### config.mk
export PLATFORM = sky130hd
export DESIGN_NAME = execute_stage_p
export DESIGN_NICKNAME = d
export VERILOG_FILES = /design/src/rtl/exec_pkg.sv /design/src/rtl/execute_stage_p_seq_multiplier.sv /design/src/rtl/register.sv /design/src/rtl/execute_stage_p.sv
export SDC_FILE = /design/constraint.sdc
export NUM_CORES = 1
export LEC_CHECK = 0
export ABC_AREA = 1
export CAP_MARGIN = 10
export CELL_PAD_IN_SITES_DETAIL_PLACEMENT = 0
export CELL_PAD_IN_SITES_GLOBAL_PLACEMENT = 2
export CORE_MARGIN = 5
export CORE_UTILIZATION = 28
export DETAILED_ROUTE_END_ITERATION = 8
export PLACE_DENSITY = 0.93
export SYNTH_ARGS = -nofsm -noshare
export SYNTH_HDL_FRONTEND = slang
export SYNTH_SLANG_ARGS = --single-unit
export TNS_END_PERCENT = 5
### constraint.sdc
create_clock -name clk -period 8.02 [get_ports clk]
set_input_delay 1.604 -clock clk [delete_from_list [all_inputs] [get_ports clk]]
set_output_delay 1.604 -clock clk [all_outputs]
set_load 0.005 [all_outputs]
### src/rtl/exec_pkg.sv
// Shared opcode, forward-select and multiply-FSM definitions for the execute stage.
package exec_pkg;

  localparam logic [2:0] OP_AND = 3'b000;
  localparam logic [2:0] OP_ADD = 3'b001;
  localparam logic [2:0] OP_SUB = 3'b010;
  localparam logic [2:0] OP_OR  = 3'b011;
  localparam logic [2:0] OP_SLL = 3'b100;
  localparam logic [2:0] OP_SRL = 3'b101;
  localparam logic [2:0] OP_MUL = 3'b110;

  localparam logic [1:0] FWD_REG = 2'b00;
  localparam logic [1:0] FWD_MEM = 2'b01;
  localparam logic [1:0] FWD_WB  = 2'b10;

  typedef enum logic [1:0] {
    ST_IDLE = 2'd0,
    ST_MUL  = 2'd1,
    ST_DONE = 2'd2
  } mul_state_e;

endpackage

### src/rtl/execute_stage_p_seq_multiplier.sv
// Iterative shift-add multiplier: start captures operands, done holds the low
// WIDTH product bits until ack.
module seq_multiplier
  import exec_pkg::*;
#(
  parameter int unsigned WIDTH = 32
) (
  input  logic             clk,
  input  logic             clear,
  input  logic             start,
  input  logic             ack,
  input  logic [WIDTH-1:0] a,
  input  logic [WIDTH-1:0] b,
  output logic             busy,
  output logic             done,
  output logic [WIDTH-1:0] product
);

  localparam int unsigned CNT_W = $clog2(WIDTH);

  mul_state_e       state;
  logic [WIDTH-1:0] mcand;
  logic [WIDTH-1:0] mplr;
  logic [CNT_W-1:0] cnt;

  always_ff @(posedge clk or negedge clear) begin
    if (!clear) begin
      state   <= ST_IDLE;
      mcand   <= '0;
      mplr    <= '0;
      cnt     <= '0;
      product <= '0;
      busy    <= 1'b0;
      done    <= 1'b0;
    end else begin
      case (state)
        ST_IDLE: begin
          if (start) begin
            mcand   <= a;
            mplr    <= b;
            product <= '0;
            cnt     <= '0;
            busy    <= 1'b1;
            state   <= ST_MUL;
          end
        end
        ST_MUL: begin
          if (mplr[0]) product <= product + mcand;
          mcand <= mcand << 1;
          mplr  <= mplr >> 1;
          cnt   <= cnt + CNT_W'(1);
          if (cnt == CNT_W'(WIDTH - 1)) begin
            busy  <= 1'b0;
            done  <= 1'b1;
            state <= ST_DONE;
          end
        end
        ST_DONE: begin
          if (ack) begin
            done  <= 1'b0;
            state <= ST_IDLE;
          end
        end
        default: begin
          busy  <= 1'b0;
          done  <= 1'b0;
          state <= ST_IDLE;
        end
      endcase
    end
  end

endmodule

### src/rtl/register.sv
// Generic enabled register with asynchronous active-low clear.
module register #(
  parameter int unsigned WIDTH = 32
) (
  input  logic             clk,
  input  logic             clear,
  input  logic             en,
  input  logic [WIDTH-1:0] d,
  output logic [WIDTH-1:0] q
);

  always_ff @(posedge clk or negedge clear) begin
    if (!clear) q <= '0;
    else if (en) q <= d;
  end

endmodule

### src/rtl/execute_stage_p.sv
// ID/EX stage register plus execute datapath with MEM/WB forwarding.
// Define EXEC_MUL_EN to build the iterative multiplier for opcode 110.
module execute_stage_p
  import exec_pkg::*;
#(
  parameter int unsigned WIDTH       = 32,
  parameter int unsigned RA_W        = 4,
  parameter int unsigned FLAGS_W     = 8,
  parameter int unsigned ALU_SRC_BIT = 3,
  parameter int unsigned REG_WR_BIT  = 5
) (
  input  logic               clk,
  input  logic               clear,
  input  logic               stall_in,
  input  logic               flush,
  input  logic [2:0]         alu_op,
  input  logic [WIDTH-1:0]   imm,
  input  logic [WIDTH-1:0]   bus_a,
  input  logic [WIDTH-1:0]   bus_b,
  input  logic [RA_W-1:0]    rd_in,
  input  logic [FLAGS_W-1:0] cu_flags_in,
  input  logic [1:0]         fwd_sel_a,
  input  logic [1:0]         fwd_sel_b,
  input  logic [WIDTH-1:0]   fwd_mem_data,
  input  logic [WIDTH-1:0]   fwd_wb_data,
  output logic [WIDTH-1:0]   alu_out,
  output logic [WIDTH-1:0]   bus_b_out,
  output logic [RA_W-1:0]    rd_out,
  output logic [FLAGS_W-1:0] cu_flags_out,
  output logic               reg_wr,
  output logic               zero_flag,
  output logic               negative_flag,
  output logic               busy
);

  localparam int unsigned SH_W    = $clog2(WIDTH);
  localparam int unsigned STAGE_W = 3 + 3 * WIDTH + RA_W + FLAGS_W;

  logic [STAGE_W-1:0] stage_d;
  logic [STAGE_W-1:0] stage_q;
  logic [2:0]         op_q;
  logic [WIDTH-1:0]   imm_q;
  logic [WIDTH-1:0]   a_q;
  logic [WIDTH-1:0]   b_q;
  logic [RA_W-1:0]    rd_q;
  logic [FLAGS_W-1:0] flags_q;
  logic               stage_en;
  logic               hold;
  logic               mul_mask;
  logic               mul_done;
  logic [WIDTH-1:0]   mul_res;
  logic [WIDTH-1:0]   op_a;
  logic [WIDTH-1:0]   op_b;
  logic [WIDTH-1:0]   alu_c;

  assign stage_en = ~stall_in & ~hold;
  assign stage_d  = flush ? '0 : {alu_op, imm, bus_a, bus_b, rd_in, cu_flags_in};

  register #(.WIDTH(STAGE_W)) u_stage (
    .clk   (clk),
    .clear (clear),
    .en    (stage_en),
    .d     (stage_d),
    .q     (stage_q)
  );

  assign {op_q, imm_q, a_q, b_q, rd_q, flags_q} = stage_q;

  always_comb begin
    op_a = a_q;
    case (fwd_sel_a)
      FWD_MEM: op_a = fwd_mem_data;
      FWD_WB:  op_a = fwd_wb_data;
      default: op_a = a_q;
    endcase
  end

  always_comb begin
    bus_b_out = b_q;
    case (fwd_sel_b)
      FWD_MEM: bus_b_out = fwd_mem_data;
      FWD_WB:  bus_b_out = fwd_wb_data;
      default: bus_b_out = b_q;
    endcase
  end

  assign op_b = flags_q[ALU_SRC_BIT] ? imm_q : bus_b_out;

`ifdef EXEC_MUL_EN
  logic mul_busy;
  logic mul_start;

  // The stage also holds on the start edge so the MUL keeps its rd/flags until DONE.
  assign mul_start = (op_q == OP_MUL) & ~mul_busy & ~mul_done;
  assign mul_mask  = (op_q == OP_MUL) & ~mul_done;
  assign hold      = mul_mask;
  assign busy      = mul_busy;

  seq_multiplier #(.WIDTH(WIDTH)) u_mul (
    .clk     (clk),
    .clear   (clear),
    .start   (mul_start),
    .ack     (stage_en),
    .a       (op_a),
    .b       (op_b),
    .busy    (mul_busy),
    .done    (mul_done),
    .product (mul_res)
  );
`else
  assign hold     = 1'b0;
  assign busy     = 1'b0;
  assign mul_mask = 1'b0;
  assign mul_done = 1'b0;
  assign mul_res  = '0;
`endif

  always_comb begin
    alu_c = '0;
    case (op_q)
      OP_AND:  alu_c = op_a & op_b;
      OP_ADD:  alu_c = op_a + op_b;
      OP_SUB:  alu_c = op_a - op_b;
      OP_OR:   alu_c = op_a | op_b;
      OP_SLL:  alu_c = op_a << op_b[SH_W-1:0];
      OP_SRL:  alu_c = op_a >> op_b[SH_W-1:0];
      OP_MUL:  alu_c = mul_done ? mul_res : '0;
      default: alu_c = '0;
    endcase
  end

  // Pending multiply looks like a bubble to MEM until its result is ready.
  always_comb begin
    cu_flags_out = flags_q;
    if (mul_mask) cu_flags_out[REG_WR_BIT] = 1'b0;
  end

  assign alu_out       = alu_c;
  assign rd_out        = rd_q;
  assign reg_wr        = cu_flags_out[REG_WR_BIT];
  assign zero_flag     = (alu_c == '0);
  assign negative_flag = alu_c[WIDTH-1];

endmodule

## After elaboration in Yosys (flattened, before gate mapping)

Index checks and enable logic that the tools add are counted.

- Add/subtract/negate cells: 2
- Equality and inequality tests: 9
- Shift operators: 2
- Mux-type cells: 5
- Bitwise gates (word level): 2
- Reduce and logical (&&, ||, !) cells: 2

Operators by type and width:

| operator | count |
|---|---|
| one-hot mux 32 bit (6 select lines) | 1 |
| one-hot mux 32 bit (2 select lines) | 2 |
| two-way mux 111 bit | 1 |
| adder 32 bit | 1 |
| bitwise AND 32 bit | 1 |
| zero test 32 bit | 1 |
| two-way mux 32 bit | 1 |
| bitwise OR 32 bit | 1 |
| left shift 32 x 5 -> 32 bit | 1 |
| >> shifter 32 x 5 -> 32 bit | 1 |
| subtractor 32 bit | 1 |
| equality test 3 x 2 -> 1 bit, second input constant | 2 |
| equality test 3 bit, second input constant | 2 |
| equality test 2 x 1 -> 1 bit, second input constant | 2 |
| equality test 2 bit, second input constant | 2 |
| equality test 3 x 1 -> 1 bit, second input constant | 1 |
| zero test 3 bit | 1 |

- Bits in registers: 111
- Input bits: 183
- Output and inout port bits: 80
- Word-level logic and storage cells: 23

## Logic depth before layout (Yosys ltp)

Gate-level depths: netlist of run 1.

- Depth after elaboration: 6
- Depth in mapped cells: 36
- Mapped depth without buffers: 35

## Modules after synthesis

Synthesis of run 1 repeated with hierarchy kept, for this count alone.

- Cells, all modules: 2,647
- Area total of the unflattened synthesis: 14,303.7 um^2

Modules (own cells, without submodules):

| module | instances | cells each | area each (um^2) | seq. area each (um^2) |
|---|---|---|---|---|
| execute_stage_p | 1 | 2,178 | 10,133.5 | 0.0 |
| register | 1 | 469 | 4,170.2 | 2,777.7 |

## Worst setup path before layout of run 1

Ideal clock, no wire load.

- Path kind: input-to-output
- Start: input port fwd_sel_b[0]
- End: output port zero_flag
- Data arrival time: 5.381 ns
- Data required time: 6.416 ns
- Setup slack: 1.035 ns
- Stages: 36
- Path buffers: 3
- Cell sequence: inv_1 > ha_1 > buf_6 > inv_6 > nand2_1 > nand3_1 > o21ai_2 > buf_2 > buf_2 > ha_1 > nand4_1 > nand2b_4 > nor2_4 > nand3_2 > nor2_2 > nand3_1 > nand2_1 > xor2_1 > inv_1 > ha_1 > nand2_1 > nor2_1 > nand2_1 > nor2_1 > nand2_1 > nand3_1 > nand2_1 > nand2_1 > nor2_1 > nor2_1 > nand2_1 > nor2_1 > nand2_1 > nor2_1 > nand3_1 > nor2_1

- Longest elaborated chain between the ends: 6
- Elaborated cells between the ends (all ways): 12
- Classes of those cells: add/sub: 2; eq/ne: 2; shift: 2; mux: 3; bitwise: 2; reduce/logical: 1

Ends and longest elaborated chain:

| element | line | RTL |
|---|---|---|
| from (decl) | execute_stage_p.sv:23 | `input logic [1:0] fwd_sel_b,` |
| equality test 2 bit or equality test 2 x 1 -> 1 bit (tied branches) | execute_stage_p.sv:80 | `case (fwd_sel_b)` |
| one-hot mux 32 bit (2 select lines) (*) | execute_stage_p.sv:80 |  |
| two-way mux 32 bit (*) | execute_stage_p.sv:87 | `assign op_b = flags_q[ALU_SRC_BIT] ? imm_q : bus_b_out;` |
| subtractor 32 bit, or another cell as far along | execute_stage_p.sv:123 | `OP_SUB: alu_c = op_a - op_b;` |
| one-hot mux 32 bit (6 select lines) (*) | execute_stage_p.sv:120 | `case (op_q)` |
| via alu_out[26] | execute_stage_p.sv:26 | `output logic [WIDTH-1:0] alu_out,` |
| zero test 32 bit (*) | execute_stage_p.sv:141 | `assign zero_flag = (alu_c == '0);` |
| to (decl) | execute_stage_p.sv:31 | `output logic zero_flag,` |

The timed path passes the listed nets; every way through them passes the cells marked *.

## Worst setup path after layout of run 1

- Start: input port fwd_sel_b[0]
- End: output port negative_flag

- Longest elaborated chain between the ends: 5
- Elaborated cells between the ends (all ways): 11
- Classes of those cells: add/sub: 2; eq/ne: 2; shift: 2; mux: 3; bitwise: 2

Ends and longest elaborated chain:

| element | line | RTL |
|---|---|---|
| equality test 2 bit or equality test 2 x 1 -> 1 bit (tied branches) | execute_stage_p.sv:80 |  |
| one-hot mux 32 bit (2 select lines) (*) | execute_stage_p.sv:80 |  |
| two-way mux 32 bit (*) | execute_stage_p.sv:87 |  |
| subtractor 32 bit, or another cell as far along | execute_stage_p.sv:123 |  |
| one-hot mux 32 bit (6 select lines) (*) | execute_stage_p.sv:120 |  |
| to (decl) | execute_stage_p.sv:32 | `output logic negative_flag,` |

Mark *: on every way between the ends. The rest lies on a longest branch, timed or not.

==> results of run 1 <==
per-stage QoR:
step / setup slack, ps / hold slack (ps) / setup TNS [ps]
6_report: -36.60 / 482.5 / -47.01
5_1_grt: -245.1 / 502.2 / -1543
4_1_cts: -49.09 / 482.3 / -49.09
3_5_place_dp: -616.9 / 463.3 / -2868
3_3_place_gp: -528.5 / 459.8 / -1839
2_1_floorplan: 1035 / 440.6 / 0
cells by family after synthesis:
family                   Yosys count
AND/OR/NAND/NOR                 1505
AO/OA/AOI/OAI                    350
buffers and inverters            304
flip-flops                       111
adder cells (fa/ha/maj)           46
XOR/XNOR                          32
other                              1
cells in the mapped netlist (2+ instances only):
cell	n
a21o_1	4
a21oi_1	105
a221oi_1	3
a22oi_1	13
a31oi_1	4
and2_1	3
buf_1	11
buf_2	31
buf_4	28
buf_6	13
buf_8	2
clkbuf_1	61
clkinv_1	2
dfrtp_1	111
ha_1	45
inv_1	150
inv_2	4
nand2_1	800
nand2_2	16
nand3_1	491
nand3_2	5
nand3b_1	7
nand4_1	18
nor2_1	122
nor2_2	11
nor2_4	3
nor3_1	14
nor4_1	2
o211ai_1	10
o211ai_2	15
o21a_1	24
o21ai_0	104
o21ai_1	43
o21ai_2	9
o21bai_1	5
o22ai_1	3
o31ai_1	2
or2_2	6
xnor2_1	9
xor2_1	23
worst max-delay path by stage:
stage	from	to	depth (start not counted)
6_report	fwd_sel_b[0]	negative_flag	29
5_1_grt	fwd_sel_b[0]	zero_flag	35
4_1_cts	fwd_sel_b[0]	zero_flag	33
3_5_place_dp	fwd_sel_b[0]	zero_flag	35
3_3_place_gp	fwd_sel_b[0]	zero_flag	35
2_1_floorplan	fwd_sel_b[0]	zero_flag	36
cell type report:
type                            instances  area [µm²]  area share
Antenna cell                            1       2.502   0.0001268
Clock buffer                           10       239.0     0.01211
Clock inverter                          6       70.07    0.003551
Inverter                              158       606.8     0.03076
Multi-Input combinational cell       1934       10030      0.5086
Sequential cell                       111        2778      0.1408
Tap cell                              622       778.2     0.03944
Timing Repair Buffer                  602        5215      0.2643
Timing Repair inverter                  1       6.256   0.0003171
power by group:
| group | internal, mW | total [mW] | switching [mW] |
|---|---|---|---|
| Clock | 0.230 | 0.480 | 0.250 |
| Sequential | 0.602 | 0.636 | 0.0338 |
| Combinational | 1.24 | 2.91 | 1.67 |
| Total | 2.07 | 4.02 | 1.95 |
routing by layer:
metal  wire length, µm  track usage  up-vias
met3              7401      0.05108      160
met5                 0            0        -
li1                  -            -     8752
met1             29220       0.3445     8700
met4              3237      0.09788        0
met2             31110       0.4010     1064
worst max-delay path, delay by kind of cell:
kind | cells | cell delay, ps
AO/OA/AOI/OAI | 4 | 640
XOR/XNOR | 1 | 180
adder cells (fa/ha/maj) | 2 | 580
buffers and inverters | 8 | 1840
AND/OR/NAND/NOR | 14 | 1580
repair_timing:
| action | in CTS | in global routing |
|---|---|---|
| cloned | 1 | 0 |
| gates resized for setup | 83 | 76 |
| pin swaps | 33 | 42 |
| endpoints found under the setup margin | 16 | 28 |
| setup buffers | 15 | 6 |
| hold buffers | 0 | 0 |
==> summary.md, run 1 <==
| Metric | Value |
|---|---|
| Worst Tran Pin Value | 1145 ps |
| DR WL/cell | 20.60 µm |
| Failing checks | setup timing |
| Antenna viol nets, final | 0 |
| Worst r2r dst | u_stage.q[3] |
| Max-slew violation count | 0 |
| Final Hold Viols | 0 |
| Synth area leader | nand2_1 |
| Overflow after GRT | 0 |
| Top FF cell, synth | dfrtp_1 |
| Layout Utilization | 0.4056 |
| Hold_sp | u_stage.q[87] |
| DRT Pass-1 Iters | 6 |
| CTS tree | built |
| Dpl hpwl | 57460 µm |
| Adder-cell share of the synthesized area | 0.04255 |
| RSZ-0062 raised after global routing | true |
| Sequential area share after synthesis | 0.2027 |
| Result of the run | finished, violations left |
| Area Growth Syn to Fin | 43.98% |
| Total die area | 53470 µm² |
| Cells after Synth | 2349 |
| Largest family of logic cells by synthesized area | simple AND/OR/NAND/NOR gates |
| Post-placement cell area | 18720 µm² |
| Final setup vio count | 3 |
| RR Startpoint | u_stage.q[3] |
| I/O Buffers | 261 |
| CP Launch Type | primary input |
| # IOs | 263 |
| Residual DRC | 0 |
| Routed vias/inst | 5.421 |
| FFs w/ async S/R, synth | 1.000 |
| Initial Utilization | 0.2817 |
| Total CTS buffers | 9 |
| Cell mode on critical path | nand2_2 |
| P_leak | 9.742 nW |
| Commonest non-fill, non-tap cell in the layout | nand2_1 |
| Clock Path Buffers | 2 |
| Reg clk slew, reported paths | 80 ps |
| Setup CP Type | primary input to output port |
| Largest net degree at the start of global routing | 112 |
| WHS Endpoint | u_stage.q[87] |
| Slew margin rel. | 0.2369 |
| Root Driver | clkbuf_16 |
| Slowest cell delay on critical path | 480 ps |
| HP Class | register to register |
| Setup ws final | -36.60 ps |
| Routed WL | 70970 µm |
| Mux cell area share after synthesis | 0 |
| GRT Util Overall | 0.2546 |
| Die H | 231.2 µm |
| Synth cell types | 57 |
| Clock skew | 0 ps |
| Max reg flops | 111 |
| Core area | 48650 µm² |
| Vias in the first global route | 18120 |
| Compound-Gate Fraction of Synth Area | 0.1527 |
| Post-synthesis simple-gate area fraction | 0.4783 |
| Most flop-heavy register | u_stage.q |
| Synthesized area | 13700 µm² |
| Mean post-synth cell area | 5.834 µm² |
| R2R Setup Slk | 6850 ps |
| Peak supply drop | 0.1219 mV |
| Post-Synth XOR/XNOR Area | 0.02045 |
| Design Area, Final | 19730 µm² |
| Layout cells sized above 1 | 0.1931 |
| RePlAce Congestion | 1.081 |
| # placed instances | 3406 |
| Clock Sinks | 111 |
| Total number of vias | 18680 |
| Tcrit/Tclk final | 1.005 |
| Fin crit period | 8057 ps |
| Post-Layout Cell Count | 3445 |
| F_max | 0.1241 GHz |
| Final Power | 4.023 mW |
| Seq cells post-synth | 111 |
| Critical Path AT | 6450 ps |
| Worst-Skew Late Latency | 390 ps |
| CTS HTree Levels | 3 |
| Commonest non-fill, non-tap cells in the layout | nand2_1, nand3_1, buf_4 |
| Worst hold stages | 2 |
| Nets@finish | 3046 |
| Starting DRT DRC Count | 2304 |
| First-pass GRT wire length | 106600 µm |
| Slowest-stage cell, CP | clkdlybuf4s50_1 |
| # rows | 81 |
| Syn_nets | 2578 |
| Crit-path max FO | 36 |
| Crit end category | output port |
| R2R cell count | 2 |
| Fillers | 5183 |
| Synth Warn # | 0 |
| Antenna violations before repair | 1 |
| Number of synthesized flops with an enable pin | 0 |
| Post-synth top area share | 0.2191 |
| Die X | 231.2 µm |
| Top cells by area, synth | nand2_1, dfrtp_1, nand3_1, ha_1, inv_1 |
| WP data required | 6420 ps |
| Max-Cap Viols | 0 |
| Pwr/cell area | 203.9 nW/µm² |
| Biggest regs | u_stage.q x111 |
Note: power is estimated with default switching activity, not from simulation.
==> run 2: changes to the inputs <==
--- a/config.mk
+++ b/config.mk
@@ -11,6 +11,7 @@
 export CELL_PAD_IN_SITES_GLOBAL_PLACEMENT = 2
 export CORE_MARGIN = 5
 export CORE_UTILIZATION = 28
+export CTS_CLUSTER_SIZE = 16
 export DETAILED_ROUTE_END_ITERATION = 8
 export PLACE_DENSITY = 0.93
 export SYNTH_ARGS = -nofsm -noshare
==> results of run 2 <==
Same layout as run 1: the final DEF is identical, and so are final timing and power.
==> run 3: changes to the inputs <==
--- a/config.mk
+++ b/config.mk
@@ -6,7 +6,6 @@
 export NUM_CORES = 1
 export LEC_CHECK = 0
 export ABC_AREA = 1
-export CAP_MARGIN = 10
 export CELL_PAD_IN_SITES_DETAIL_PLACEMENT = 0
 export CELL_PAD_IN_SITES_GLOBAL_PLACEMENT = 2
 export CORE_MARGIN = 5
==> results of run 3 <==
Same layout as run 1: the final DEF is identical, and so are final timing and power.
